**config.mk**
```make
export PLATFORM = sky130hd
export DESIGN_NAME = gmii_tx_source
export DESIGN_NICKNAME = d
export VERILOG_FILES = /design/src/rtl/gmii_pkg.sv /design/src/rtl/crc32_byte.sv /design/src/rtl/gmii_tx_source.sv
export SDC_FILE = /design/constraint.sdc
export NUM_CORES = 1
export LEC_CHECK = 0
export CAP_MARGIN = 20
export CORE_MARGIN = 2
export CORE_UTILIZATION = 59
export DETAILED_ROUTE_END_ITERATION = 7
export PLACE_DENSITY = 0.85
export SLEW_MARGIN = 20
export SYNTH_ARGS = -nofsm -noshare
export SYNTH_HDL_FRONTEND = slang
export SYNTH_SLANG_ARGS = --single-unit
```
**constraint.sdc**
```tcl
create_clock -name GTX_CLK -period 6.3 [get_ports GTX_CLK]
set_clock_uncertainty 0.2 [all_clocks]
set_input_delay 0.63 -clock GTX_CLK [delete_from_list [all_inputs] [get_ports GTX_CLK]]
set_output_delay 0.63 -clock GTX_CLK [all_outputs]
set_load 0.02 [all_outputs]
```
**src/rtl/gmii_pkg.sv**
```systemverilog
// Shared definitions for the GMII transmit source and the CRC-32 helper:
// state encoding, framing bytes and CRC-32 constants.
package gmii_pkg;

  typedef enum logic [2:0] {
    IDLE,
    PREAMBLE,
    SFD,
    DATA,
    FCS,
    IFG
  } state_t;

  localparam logic [7:0]  PREAMBLE_BYTE = 8'h55;
  localparam logic [7:0]  SFD_BYTE      = 8'hD5;
  localparam logic [31:0] CRC32_POLY    = 32'hEDB88320;
  localparam logic [31:0] CRC32_INIT    = 32'hFFFFFFFF;

endpackage

```
**src/rtl/crc32_byte.sv**
```systemverilog
// Combinational reflected CRC-32 step: folds one data byte (LSB first) into
// the running CRC. Shared by the transmit source and the receive-side checker.
module crc32_byte
  import gmii_pkg::*;
(
  input  logic [31:0] crc_in,
  input  logic [7:0]  data,
  output logic [31:0] crc_out
);

  logic [31:0] c;

  always_comb begin
    c = crc_in ^ {24'h0, data};
    for (int i = 0; i < 8; i++)
      c = c[0] ? ((c >> 1) ^ CRC32_POLY) : (c >> 1);
    crc_out = c;
  end

endmodule

```
**src/rtl/gmii_tx_source.sv**
```systemverilog
// GMII frame source: preamble, SFD, incrementing payload, optional CRC-32 FCS
// (enabled by defining GMII_TX_FCS_EN), then a minimum inter-frame gap.
module gmii_tx_source
  import gmii_pkg::*;
#(
  parameter int PREAMBLE_LEN = 7,
  parameter int MIN_IFG      = 12
) (
  input  logic        GTX_CLK,
  input  logic        mr_main_reset,
  input  logic        start,
  input  logic [10:0] frame_len,
  input  logic [7:0]  seed,
  input  logic        err_inject,
  output logic [7:0]  TXD,
  output logic        TX_EN,
  output logic        TX_ER,
  output logic        busy,
  output logic        done
);

  state_t      state;
  logic [10:0] cnt;
  logic [10:0] len_q;
  logic [7:0]  dat;

`ifdef GMII_TX_FCS_EN
  logic [31:0] crc_q;
  logic [31:0] crc_next;
  logic [31:0] fcs_word;

  crc32_byte u_crc (
    .crc_in  (crc_q),
    .data    (dat),
    .crc_out (crc_next)
  );

  // FCS goes out complemented, least-significant byte first.
  assign fcs_word = ~crc_q >> {cnt[1:0], 3'b000};
`endif

  // Outputs are produced from the state held during the cycle, so the wire
  // lags the state register by one edge (start at k -> preamble after k+1).
  always_ff @(posedge GTX_CLK or posedge mr_main_reset) begin
    if (mr_main_reset) begin
      state <= IDLE;
      cnt   <= '0;
      len_q <= '0;
      dat   <= '0;
      TXD   <= '0;
      TX_EN <= 1'b0;
      TX_ER <= 1'b0;
      busy  <= 1'b0;
      done  <= 1'b0;
`ifdef GMII_TX_FCS_EN
      crc_q <= CRC32_INIT;
`endif
    end else begin
      TXD   <= '0;
      TX_EN <= 1'b0;
      TX_ER <= 1'b0;
      busy  <= 1'b1;
      done  <= 1'b0;
      case (state)
        IDLE: begin
          busy <= 1'b0;
          if (start && frame_len != '0) begin
            len_q <= frame_len;
            dat   <= seed;
            cnt   <= '0;
            state <= PREAMBLE;
`ifdef GMII_TX_FCS_EN
            crc_q <= CRC32_INIT;
`endif
          end
        end
        PREAMBLE: begin
          TXD   <= PREAMBLE_BYTE;
          TX_EN <= 1'b1;
          if (cnt == 11'(PREAMBLE_LEN - 1)) begin
            cnt   <= '0;
            state <= SFD;
          end else begin
            cnt <= cnt + 11'd1;
          end
        end
        SFD: begin
          TXD   <= SFD_BYTE;
          TX_EN <= 1'b1;
          cnt   <= '0;
          state <= DATA;
        end
        DATA: begin
          TXD   <= dat;
          TX_EN <= 1'b1;
          TX_ER <= err_inject;
          dat   <= dat + 8'd1;
`ifdef GMII_TX_FCS_EN
          crc_q <= crc_next;
`endif
          if (cnt == len_q - 11'd1) begin
            cnt <= '0;
`ifdef GMII_TX_FCS_EN
            state <= FCS;
`else
            state <= IFG;
`endif
          end else begin
            cnt <= cnt + 11'd1;
          end
        end
`ifdef GMII_TX_FCS_EN
        FCS: begin
          TXD   <= fcs_word[7:0];
          TX_EN <= 1'b1;
          if (cnt == 11'd3) begin
            cnt   <= '0;
            state <= IFG;
          end else begin
            cnt <= cnt + 11'd1;
          end
        end
`endif
        IFG: begin
          done <= (cnt == '0);
          // busy drops on the same edge the state returns to IDLE.
          if (cnt == 11'(MIN_IFG - 1)) begin
            cnt   <= '0;
            busy  <= 1'b0;
            state <= IDLE;
          end else begin
            cnt <= cnt + 11'd1;
          end
        end
        default: begin
          busy  <= 1'b0;
          state <= IDLE;
        end
      endcase
    end
  end

endmodule
```
## Word level (Yosys, flattened, before mapping)

Cells that the tools add are included.

| storage, ports and cells | value |
|---|---|
| logic and storage cells | 52 |
| flip-flop bits (word level) | 45 |
| output and inout port bits | 12 |
| bits of input ports | 23 |

| operators by class | value |
|---|---|
| reductions and logical operators | 11 |
| add/subtract/negate cells | 3 |
| equality and inequality tests | 11 |
| muxes and demuxes | 18 |

Operators by type and width:

| cell | number |
|---|---|
| $pmux 11 s5 | 1 |
| $mux 11 | 4 |
| $pmux 8 s3 | 1 |
| $pmux 8 s2 | 1 |
| $pmux 3 s5 | 1 |
| $mux 3 | 4 |
| $add 11x1->11 const B | 1 |
| $eq 11x11->1 | 1 |
| $eq 11x3->1 const B | 1 |
| $eq 11x4->1 const B | 1 |
| $logic_not 11->1 | 1 |
| $reduce_bool 11->1 | 1 |
| $sub 11x1->11 const B | 1 |
| $add 8x1->8 const B | 1 |
| $mux 8 | 1 |
| $ne 2x2->1 const B | 4 |
| $eq 3x2->1 const B | 2 |
| $reduce_and 2->1 | 3 |
| $reduce_bool 5->1 | 1 |
| $mux 1 | 4 |
| $reduce_and 4->1 | 1 |
| $eq 3x1->1 const B | 1 |
| $eq 3x3->1 const B | 1 |
| $logic_not 3->1 | 1 |
| 4 further kinds | 4 |

## Logic depth before layout (Yosys ltp)

| depth | value |
|---|---|
| word-level depth | 4 |
| mapped depth | 9 |
| gate-level depth less buffers | 8 |

## Worst setup path after synthesis

No wires, ideal clock.

| timing path | value |
|---|---|
| kind | flip-flop to flip-flop |
| start point | register len_q[0] |
| end point | register cnt[5] |
| slack | 3.396 ns |
| setup time | 0.126 ns |
| arrival time | 2.578 ns |
| stages on the path, launching flop included | 10 |
| clock period less this slack | 2.904 ns |
| path through | dfrtp_1 clkbuf_1 inv_1 ha_1 nand2b_1 or3_1 a2111o_1 a2111oi_4 a21oi_2 a221o_1 |

| on the way | value |
|---|---|
| cells in the longest elaborated chain, start to end | 4 |

Ends and longest elaborated chain:

| what | line | RTL |
|---|---|---|
| start, declared | gmii_tx_source.sv:24 | `logic [10:0] len_q;` |
| start signal, assigned | gmii_tx_source.sv:68 | `len_q <= frame_len;` |
| $sub 11x1->11 | gmii_tx_source.sv:101 | `if (cnt == len_q - 11'd1) begin` |
| $eq 11x11->1 | gmii_tx_source.sv:101 |  |
| $mux 11 | gmii_tx_source.sv:101 |  |
| $pmux 11 s5 | gmii_tx_source.sv:64 | `case (state)` |
| end signal, assigned | gmii_tx_source.sv:84 | `cnt <= cnt + 11'd1;` |
| end signal, assigned | gmii_tx_source.sv:109 | `cnt <= cnt + 11'd1;` |
| end signal, assigned | gmii_tx_source.sv:132 | `cnt <= cnt + 11'd1;` |
| end, declared | gmii_tx_source.sv:23 | `logic [10:0] cnt;` |

No other way between the ends.
A chain may end at the register's enable or synchronous reset.

## Worst setup path after layout

| timing path | value |
|---|---|
| start point | register len_q[2] |
| end point | register cnt[5] |

Same word-level chain as after synthesis.

==> out/results.ini <==
[final_layout]
fill_cells = 268
fin_cells = 340
drive_gt1_share_pct = 9.66
seq_area_um2 = 1130
fin_nets = 317
multi_input_area_um2 = 1310
n_antenna_cell = 0
area_growth_pct = 19.3

[global_routing]
grt_pass1_wl_um = 9490
grt_max_degree = 46
grt_usage_pct = 24.1
grt_pass1_vias = 2046
antenna_found_initial = 0
gr-total-overflow = 0

[synth]
synth.most_common_cell = dfrtp_1
synthTopCellsByArea = dfrtp_1 45%, mux2_2 5.4%, nand2_1 3.3%
syn_nets = 285
postSynthAreaPerCell_um2 = 9.81
synth_flop_cell = dfrtp_1
netlist.area_leader.share_pct = 44.6
async_flop_share_pct = 100
synth_edf_count = 0
ys_seq_area_share_pct = 44.6
ys_warn_count = 0
synth.distinct_cells = 47
synth_area_um2 = 2520
synthesis.instances = 257
synth_area_leader_cell = dfrtp_1
synth_seq_cells = 45
ys_top_cells_by_count = 45 x dfrtp_1, 22 x nand2_1, 16 x nor2_1

[routing]
vias_per_cell = 6.13
dr.first_iter.drc_count = 166
drt_first_pass_iters = 4
routedWlPerCell_um = 15.9
drc = 0
wirelength_um = 5420
dr_total_vias = 2083
final_antenna_net_count = 0

[die]
die_y_um = 69.4
rows = 23
die_x_um = 69.4
io_pins = 35
start_util_pct = 62.2
coreArea_um2 = 4060
die_area_um2 = 4810

[power_and_ir_drop]
vdd_drop_max_v = 0.000132
power.leakage_nw = 1.36
power_density_nw_per_um2 = 177

[setup_path]
crit_arrival_ns = 3.22
worstPathCellList = or3_4, or3_1, a2111o_1, a2111oi_4, a21oi_2, a221o_1
crit_required_ns = 6.29
start_kind = flop
r2r_start = len_q[2]$_DFFE_PP0P_
crit_slowest_cell = a2111oi_4
cp_max_fo = 10
critical_path.max_stage_delay_ns = 0.62
crit_family = compound AO/OA/AOI/OAI gates
startpoint = len_q[2]$_DFFE_PP0P_
critPathCaptureType = flop
path_buf_inv = 0
path_class = flop to flop

[sta]
finalSetupTns_ns = 0
period_share_pct = 51.3
slew_headroom_pct = 49.3
min_period_ns = 3.23
setup_viol_count_final = 0
clock.fmax_ghz = 0.310
tightest_slew_ns = 0.759
hold_viol = 0
grt_setup_unrepaired = no
finalMaxSlewViolations = 0

[placed_design]
dpl.hpwl_um = 3810
io_buffers = 34
place_congestion = 0.864
place_inst = 332

[clock_network]
cts_setup_buffers = 0
cts_hold_buffers = 0
clkTransAtPathRegs_ns = 0.09
numCtsBuffers = 5
htreeDepth = 2
cts_tree = built
root_buffer = clkbuf_8
worstSkewPairLatency_ns = 0.31
clock_sinks = 45
ctsResizeCount = 0
cts_max_path_buffers = 2

[worst_hold_path]
hold_class = flop to flop
min_from = len_q[10]$_DFFE_PP0P_

[job]
max-cap-violations = 0

[outcome]
status = finished, final reports clean

-- placed cells by master, fill, tap and decap left out, types with 2 or more instances in the layout --
cell / synthesis / layout
o211ai_1: 3 / 3
ha_1: 5 / 5
xor2_1: 6 / 6
dfrtp_1: 45 / 45
o21a_1: 5 / 5
nor3_1: 8 / 8
o21ai_0: 11 / 11
clkbuf_8: 0 / 5
nand2b_1: 7 / 7
mux2_2: 12 / 12
nand2_1: 22 / 22
a21oi_1: 4 / 4
and3_1: 6 / 6
a41oi_1: 2 / 2
nor2b_1: 3 / 3
buf_4: 0 / 2
clkdlybuf4s50_1: 0 / 34
a311oi_1: 3 / 3
or3_1: 3 / 3
xnor2_1: 8 / 8
inv_1: 13 / 12
and2_1: 5 / 5
nor4bb_1: 2 / 2
a22o_2: 3 / 3
nor4_1: 6 / 6
a21boi_0: 2 / 2
a211oi_1: 5 / 5
nand3_1: 8 / 8
nor2_1: 16 / 16
o22ai_1: 2 / 2
a221oi_1: 8 / 8
a21o_1: 7 / 7
-- kinds of logic after synthesis --
logic type                 synth area share [%]
AOI/OAI and AO/OA                          19.6
adders and majority gates                  2.48
DFF                                        44.6
muxes                                      5.75
and+or+nand+nor                            19.0
xor gates and xnor gates                   4.86
buffers and inverters                      3.57
-- final timing paths --
| check | end | slack, ns | cells past startpoint |
|---|---|---|---|
| max | cnt[5]$_DFFE_PP0P_ | 3.07 | 6 |
| min | len_q[10]$_DFFE_PP0P_ | 0.35 | 1 |
| max reg2reg | cnt[5]$_DFFE_PP0P_ | 3.07 | 6 |
| min reg2reg | len_q[10]$_DFFE_PP0P_ | 0.35 | 1 |
| max in group asynchronous | len_q[10]$_DFFE_PP0P_ | 4.93 | 3 |
| min in group asynchronous | TXD[3]$_DFF_PP0_ | 0.58 | 3 |
-- through the flow --
| step | power (mW) | worst slack [ns] | util [%] | instance area, um^2 | hold WS (ns) |
|---|---|---|---|---|---|
| 2_1_floorplan | 0.300 | 3.40 | - | 2520 | 0.298 |
| 3_3_place_gp | 0.318 | 3.06 | 71.4 | 2900 | 0.327 |
| 3_5_place_dp | 0.318 | 2.92 | 71.4 | 2900 | 0.337 |
| 4_1_cts | 0.536 | 3.07 | 74.2 | 3010 | 0.355 |
| 5_1_grt | 0.552 | 2.86 | 74.2 | 3010 | 0.356 |
| 6_report | 0.532 | 3.07 | 74.2 | 3010 | 0.347 |
-- state kept, by name, summed over array words and instances (netlist names) --
name / count
len_q: 11
TX_EN: 1
TX_ER: 1
state: 3
busy: 1
TXD: 8
cnt: 11
done: 1
dat: 8
-- area by class of cell --
type	instances	area share [%]
Clock buffer	6	2.41
Clock inverter	2	1.29
Inverter	13	1.62
Multi-Input combinational cell	188	43.4
Sequential cell	45	37.4
Tap cell	50	2.08
Timing Repair Buffer	36	11.8
-- report_power, final --
| part | switching [mW] | internal, mW | leakage, nW |
|---|---|---|---|
| clock network | 0.101 | 0.119 | 0.0554 |
| registers | 0.0000735 | 0.289 | 0.548 |
| logic | 0.00957 | 0.0135 | 0.753 |
-- worst reg2reg max path, stage by stage (launching register included) --
cell,delay [ns]
dfrtp_1,0.47
or3_4,0.44
or3_1,0.37
a2111o_1,0.45
a2111oi_4,0.62
a21oi_2,0.21
a221o_1,0.36
-- metal layers --
| layer | up-vias | track usage [%] | wire (um) |
|---|---|---|---|
| met5 | - | 0 | 0 |
| met4 | 0 | 6.97 | 74 |
| met3 | 7 | 5.38 | 281 |
| met2 | 75 | 39.6 | 2600 |
| met1 | 996 | 32.1 | 2460 |
| li1 | 1005 | - | - |
(Power assumes the default switching activity.)
